[src/rtl/hex_capture_if.sv]
// hex_capture_if: bundles the eight seven-segment inputs, the capture request
// and the capture result outputs of hex_capture into a single port.
interface hex_capture_if;
  logic [6:0]  HEX0;
  logic [6:0]  HEX1;
  logic [6:0]  HEX2;
  logic [6:0]  HEX3;
  logic [6:0]  HEX4;
  logic [6:0]  HEX5;
  logic [6:0]  HEX6;
  logic [6:0]  HEX7;
  logic        capture_req;
  logic        busy;
  logic        valid;
  logic [31:0] value;
  logic [7:0]  err_mask;
  logic        timeout;

  // The master drives the displays and requests captures.
  modport master (
    output HEX0, HEX1, HEX2, HEX3, HEX4, HEX5, HEX6, HEX7, capture_req,
    input  busy, valid, value, err_mask, timeout
  );

  // The slave (the capture engine) reads the displays and reports results.
  modport slave (
    input  HEX0, HEX1, HEX2, HEX3, HEX4, HEX5, HEX6, HEX7, capture_req,
    output busy, valid, value, err_mask, timeout
  );
endinterface

[src/rtl/hex_capture.sv]
// hex_capture: snapshots eight active-low seven-segment digits, decodes them
// one per cycle into a 32-bit hex value, then waits until the live inputs
// have matched the snapshot for STABLE_CYCLES consecutive cycles. A change
// during that wait restarts the snapshot, up to MAX_RETRY times, after which
// the capture finishes with timeout set.
module hex_capture #(
  parameter int STABLE_CYCLES = 4,
  parameter int MAX_RETRY     = 3
) (
  input  logic          clk,
  input  logic          rst,
  hex_capture_if.slave  bus
);

  localparam int RETRY_W = (MAX_RETRY > 0) ? $clog2(MAX_RETRY + 1) : 1;
  localparam logic [7:0]         STABLE_LIMIT = 8'(STABLE_CYCLES);
  localparam logic [RETRY_W-1:0] RETRY_LIMIT  = RETRY_W'(MAX_RETRY);

  typedef enum logic [2:0] {
    IDLE,
    SNAP,
    SCAN,
    STABLE,
    DONE
  } state_t;

  state_t state;
  state_t state_next;

  logic [6:0]         live_d   [8];
  logic [6:0]         shadow_d [8];
  logic [2:0]         digit_idx;
  logic [7:0]         stable_cnt;
  logic [RETRY_W-1:0] retry_cnt;
  logic [31:0]        value_q;
  logic [7:0]         err_q;
  logic               timeout_q;

  logic               live_match;
  logic [6:0]         scan_pat;
  logic [3:0]         scan_nib;
  logic               scan_err;
  logic               stable_reached;
  logic               retry_left;

  // Live digits as an array so they line up index-for-index with the shadow.
  assign live_d = '{bus.HEX0, bus.HEX1, bus.HEX2, bus.HEX3,
                    bus.HEX4, bus.HEX5, bus.HEX6, bus.HEX7};

  // The digit being decoded in the current scan cycle always comes from the shadow.
  assign scan_pat = shadow_d[digit_idx];

  // The counter is compared one step ahead so DONE is entered on the edge
  // that completes the final matching cycle.
  assign stable_reached = ((stable_cnt + 8'd1) == STABLE_LIMIT);
  assign retry_left     = (retry_cnt < RETRY_LIMIT);

  // Whole-display compare of live inputs against the snapshot.
  always_comb begin
    live_match = 1'b1;
    for (int i = 0; i < 8; i++) begin
      if (live_d[i] != shadow_d[i]) begin
        live_match = 1'b0;
      end
    end
  end

  // Seven-segment to nibble decode; unknown patterns (blank included) give 0 and an error flag.
  always_comb begin
    scan_nib = 4'h0;
    scan_err = 1'b0;
    case (scan_pat)
      7'h40: scan_nib = 4'h0;
      7'h79: scan_nib = 4'h1;
      7'h24: scan_nib = 4'h2;
      7'h30: scan_nib = 4'h3;
      7'h19: scan_nib = 4'h4;
      7'h12: scan_nib = 4'h5;
      7'h02: scan_nib = 4'h6;
      7'h78: scan_nib = 4'h7;
      7'h00: scan_nib = 4'h8;
      7'h10: scan_nib = 4'h9;
      7'h08: scan_nib = 4'hA;
      7'h03: scan_nib = 4'hB;
      7'h46: scan_nib = 4'hC;
      7'h21: scan_nib = 4'hD;
      7'h06: scan_nib = 4'hE;
      7'h0E: scan_nib = 4'hF;
      default: begin
        scan_nib = 4'h0;
        scan_err = 1'b1;
      end
    endcase
  end

  // Control FSM state register.
  always_ff @(posedge clk) begin
    if (rst) begin
      state <= IDLE;
    end else begin
      state <= state_next;
    end
  end

  // Next-state logic; capture_req only matters while idle.
  always_comb begin
    state_next = state;
    case (state)
      IDLE: begin
        if (bus.capture_req) begin
          state_next = SNAP;
        end
      end
      SNAP: begin
        state_next = SCAN;
      end
      SCAN: begin
        if (digit_idx == 3'd7) begin
          state_next = STABLE;
        end
      end
      STABLE: begin
        if (live_match) begin
          if (stable_reached) begin
            state_next = DONE;
          end
        end else if (retry_left) begin
          state_next = SNAP;
        end else begin
          state_next = DONE;
        end
      end
      DONE: begin
        state_next = IDLE;
      end
      default: begin
        state_next = IDLE;
      end
    endcase
  end

  // Datapath: snapshot, per-digit decode, stability and retry counting.
  // Results are never cleared on leaving DONE; they are simply overwritten
  // digit by digit during the next scan.
  always_ff @(posedge clk) begin
    if (rst) begin
      shadow_d   <= '{default: 7'h00};
      digit_idx  <= 3'd0;
      stable_cnt <= 8'd0;
      retry_cnt  <= '0;
      value_q    <= 32'h0;
      err_q      <= 8'h00;
      timeout_q  <= 1'b0;
    end else begin
      case (state)
        IDLE: begin
          if (bus.capture_req) begin
            retry_cnt <= '0;
            timeout_q <= 1'b0;
          end
        end
        SNAP: begin
          shadow_d   <= live_d;
          digit_idx  <= 3'd0;
          stable_cnt <= 8'd0;
        end
        SCAN: begin
          value_q[{digit_idx, 2'b00} +: 4] <= scan_nib;
          err_q[digit_idx]                 <= scan_err;
          digit_idx                        <= digit_idx + 3'd1;
        end
        STABLE: begin
          if (live_match) begin
            stable_cnt <= stable_cnt + 8'd1;
          end else if (retry_left) begin
            retry_cnt <= retry_cnt + 1'b1;
          end else begin
            timeout_q <= 1'b1;
          end
        end
        default: begin
        end
      endcase
    end
  end

  assign bus.busy     = (state != IDLE);
  assign bus.valid    = (state == DONE);
  assign bus.value    = value_q;
  assign bus.err_mask = err_q;
  assign bus.timeout  = timeout_q;

endmodule
[src/flat_wrapper.sv]
// flat-port wrapper written by rule: the top's interface ports become plain ports
module hex_capture_flat 
#(
  parameter int STABLE_CYCLES = 4,
  parameter int MAX_RETRY     = 3
)
  (clk, rst, bus_HEX0, bus_HEX1, bus_HEX2, bus_HEX3, bus_HEX4, bus_HEX5, bus_HEX6, bus_HEX7, bus_capture_req, bus_busy, bus_valid, bus_value, bus_err_mask, bus_timeout);
  hex_capture_if bus_i ();
  input  logic clk;
  input  logic rst;
  input wire logic [$bits(bus_i.HEX0)-1:0] bus_HEX0;
  input wire logic [$bits(bus_i.HEX1)-1:0] bus_HEX1;
  input wire logic [$bits(bus_i.HEX2)-1:0] bus_HEX2;
  input wire logic [$bits(bus_i.HEX3)-1:0] bus_HEX3;
  input wire logic [$bits(bus_i.HEX4)-1:0] bus_HEX4;
  input wire logic [$bits(bus_i.HEX5)-1:0] bus_HEX5;
  input wire logic [$bits(bus_i.HEX6)-1:0] bus_HEX6;
  input wire logic [$bits(bus_i.HEX7)-1:0] bus_HEX7;
  input wire logic [$bits(bus_i.capture_req)-1:0] bus_capture_req;
  output wire logic [$bits(bus_i.busy)-1:0] bus_busy;
  output wire logic [$bits(bus_i.valid)-1:0] bus_valid;
  output wire logic [$bits(bus_i.value)-1:0] bus_value;
  output wire logic [$bits(bus_i.err_mask)-1:0] bus_err_mask;
  output wire logic [$bits(bus_i.timeout)-1:0] bus_timeout;
  assign bus_i.HEX0 = bus_HEX0;
  assign bus_i.HEX1 = bus_HEX1;
  assign bus_i.HEX2 = bus_HEX2;
  assign bus_i.HEX3 = bus_HEX3;
  assign bus_i.HEX4 = bus_HEX4;
  assign bus_i.HEX5 = bus_HEX5;
  assign bus_i.HEX6 = bus_HEX6;
  assign bus_i.HEX7 = bus_HEX7;
  assign bus_i.capture_req = bus_capture_req;
  assign bus_busy = bus_i.busy;
  assign bus_valid = bus_i.valid;
  assign bus_value = bus_i.value;
  assign bus_err_mask = bus_i.err_mask;
  assign bus_timeout = bus_i.timeout;
  hex_capture #(.STABLE_CYCLES(STABLE_CYCLES), .MAX_RETRY(MAX_RETRY)) u_core (.clk(clk), .rst(rst), .bus(bus_i));
endmodule
[config.mk]
export PLATFORM = sky130hd
export DESIGN_NAME = hex_capture_flat
export DESIGN_NICKNAME = d
export VERILOG_FILES = /design/src/rtl/hex_capture_if.sv /design/src/rtl/hex_capture.sv /design/src/flat_wrapper.sv
export SDC_FILE = /design/constraint.sdc
export NUM_CORES = 1
export LEC_CHECK = 0
export ABC_AREA = 1
export BUFFER_PORTS_ARGS = -buffer_cell sky130_fd_sc_hd__buf_2
export CAP_MARGIN = 15
export CELL_PAD_IN_SITES_DETAIL_PLACEMENT = 1
export CELL_PAD_IN_SITES_GLOBAL_PLACEMENT = 1
export CORE_ASPECT_RATIO = 1.5
export CORE_MARGIN = 1.5
export CORE_UTILIZATION = 36
export DETAILED_ROUTE_END_ITERATION = 10
export PLACE_DENSITY = 0.81
export RECOVER_POWER = 100
export SLEW_MARGIN = 20
export SYNTH_ARGS = -nofsm -noshare
export SYNTH_HDL_FRONTEND = slang
export SYNTH_SLANG_ARGS = --single-unit
[constraint.sdc]
create_clock -name clk -period 1.9 [get_ports clk]
set_input_delay 0.095 -clock clk [delete_from_list [all_inputs] [get_ports clk]]
set_output_delay 0.095 -clock clk [all_outputs]
set_load 0.05 [all_outputs]
==> metrics.cfg <==
[timing]
layout_min_cycle_time_ns=2.47
slew_violations=0
fin_ws_ns=-0.567
fmax_ghz=0.405
rsz0062_at_grt=true
worst_clock_skew_ns=0.0140
slew_headroom=0.562
max_slew.worst_pin.slew_ns=0.657
whs_ns=-0.00237
fin_crit_sh=1.30
hold_viol_final=2
finalSetupViolations=80
setup_tns_ns=-20.48

[floorplan]
ioPinCount=102
dieArea_um2=18500
rows=59
die_width_um=112
chipHeight_um=166
start_util=0.367
core_area_um2=17300

[placed_design]
post-place-ws_ns=-0.366
port_buffers=101
dpl_cell_area_um2=7540
dp_hpwl_um=17900
gp_congestion=0.880

[outcome]
violations=negative hold slack, negative setup slack
status=finished with violations

[yosys]
async_reset_ff_frac=0
syn-num-nets=1032
synthTopCellsByCount=208 x nand2_1, 118 x inv_1, 113 x dfxtp_1
synth-compound-area-share=0.177
yosys.area_share.simple=0.290
syn_area_um2=6370
ys_types=32
netlist.area_leader.share=0.355
synthFlopType=dfxtp_1
synthAdderAreaFrac=0.0177
synth_edf_count=0
yosysWarnings=0
ys_seq_area_frac=0.355
synthTopCellsByArea=dfxtp_1 36%, nand2_1 12%, o21ai_0 8.4%
synth_top_family_by_area=simple AND/OR/NAND/NOR gates
synth-seq-cells=113
synth_area_per_cell_um2=6.60
synth_most_common_cell=nand2_1
synth_mux_area_frac=0
synth-xor-area-share=0.0674
synth_cells=964
yosysTopAreaCell=dfxtp_1

[worst_setup_path]
cp_max_fo=5
path_class=reg -> reg
required_ns=2.25
arrival_ns=2.81
start_kind=flip-flop
end_kind=flip-flop

[cells_and_area]
drive_gt1_frac=0.337
finalNetCount=1223
antenna_cells=0
design_area_um2=9420
finalCoreUtilization=0.543
syn_to_final_growth_pct=47.9
nFillCells=2165

[drt]
wl_per_cell_um=23.3
wl_met2_um=16300
vias_per_cell=5.77
drt-total-wl_um=32100
drtIter0Drc=533
postRouteAntennaNets=0
dr.pass1.iters=6
wl_met3_um=1850
routed.top_layer=met4
wirelength_met1_um=11100
num_vias=7967
drcViolationCount=0

[power]
p_leak_nw=4.06
p_per_area_nw_per_um2=1740
vdd_ir_drop_max_mv=1.08

[clock_tree]
cts-root-buf=clkbuf_16
clk_pin_slew_ns=0.07
clockBufferDepth=2
tritoncts=built
insertion_delay_ns=0.44
cts.sink_count=113
numCtsBuffers=17
htreeDepth=4

[grt]
grt_usage=0.284
grt_pass1_wl_um=41100
gr-total-overflow=0
antenna_found_initial=1
grt_pass1_vias=7820
grt_max_degree=75

[job]
timing.max_cap.violations=0

[hold_path]
hp-class=in -> reg

==> logic make-up (layout without fill, tap and decap cells) <==
kind of cell	count (synthesis)	count (layout)
AND/OR/NAND/NOR	419	419
XOR/XNOR	49	49
adder cells (fa/ha/maj)	9	9
AO/OA/AOI/OAI	218	218
flip-flops	113	113
buffers and inverters	156	360
==> critical path, stage by stage, from the launching register on <==
cell       delay, ns
dfxtp_4         0.41
inv_8           0.12
clkbuf_16       0.16
nand2_1         0.08
nand3_2         0.16
nand2_2         0.11
nor2_4          0.15
nand2_2         0.11
nor2_4          0.23
nand2_2         0.12
nand2_2         0.11
nor2_4          0.07
nand2_4         0.13
nand4_1         0.17
a21oi_2         0.22
==> state kept, by name (all words and copies together) (netlist names) <==
signal / cells
u_core.stable_cnt: 8
u_core.bus.timeout: 1
u_core.state: 3
u_core.digit_idx: 3
u_core.shadow_d: 56
u_core.bus.value: 32
u_core.bus.err_mask: 8
u_core.retry_cnt: 2
==> what timing repair did <==
| item | in CTS | in global routing |
|---|---|---|
| hold endpoints to repair | 20 | 0 |
| hold buffers | 20 | 0 |
| resized for setup | 98 | 168 |
| buffers inserted | 5 | 14 |
| endpoints found under the setup margin | 52 | 53 |
| pin swaps | 22 | 64 |
| gates cloned | 1 | 3 |
==> power breakdown <==
part / switching (mW) / internal [mW]
Sequential: 0.593 / 3.03
Clock: 1.37 / 1.94
Combinational: 6.25 / 3.17
==> layout by cell type, fill, tap and decap left out, drive strengths merged, types with 3 or more instances in the layout <==
cell and n:
nor3b 3, dfxtp 113, xnor2 27, clkbuf 62, nor3 13, ha 9
nand3 50, a21oi 108, nand2b 3, o21ai 108, nand3b 3, buf 140
nand2 217, clkinvlp 4, dlygate4sd3 20, xor2 22, inv 127, clkinv 5
or2 4, nor2 104, nand4 18
==> metal layers <==
metal  GRT usage  vias to the layer above
met5           0                        -
met4       0.178                        0
met3      0.0573                      207
met2       0.516                      429
met1       0.294                     3852
li1            -                     3479
==> layout make-up <==
type	instances	area, um^2	area share
well taps	213	267	0.0283
clock buffers	17	425	0.0452
inverters	123	484	0.0514
multi-input cells	695	4370	0.464
flip-flops and latches	113	2280	0.242
repair buffers	205	1440	0.153
clock inverters	15	158	0.0167
==> metrics by stage <==
stage | std cells | hold WS, ns | power (mW)
after detailed placement | 1306 | 0.416 | 9.91
after global placement | 1306 | 0.404 | 9.75
after global routing | 1381 | 0.0100 | 16.9
final | 1381 | -0.00237 | 16.4
after CTS | 1364 | 0.000251 | 14.2
after floorplan | 964 | 0.251 | 7.61
==> final timing paths <==
path / startpoint / endpoint / slack [ns] / depth (start not counted)
setup / recovery: u_core.digit_idx[0]$_SDFFE_PP0N_ / u_core.bus.value[23]$_SDFFE_PP0P_ / -0.57 / 14
setup reg to reg: u_core.digit_idx[0]$_SDFFE_PP0N_ / u_core.bus.value[23]$_SDFFE_PP0P_ / -0.57 / 14
hold reg to reg: u_core.retry_cnt[1]$_SDFFE_PP0P_ / u_core.retry_cnt[1]$_SDFFE_PP0P_ / 0.47 / 2
hold / removal: bus_HEX1[1] / u_core.shadow_d[43]$_SDFFE_PP0P_ / -0.002 / 3
Note: power is estimated with default switching activity, not from simulation.
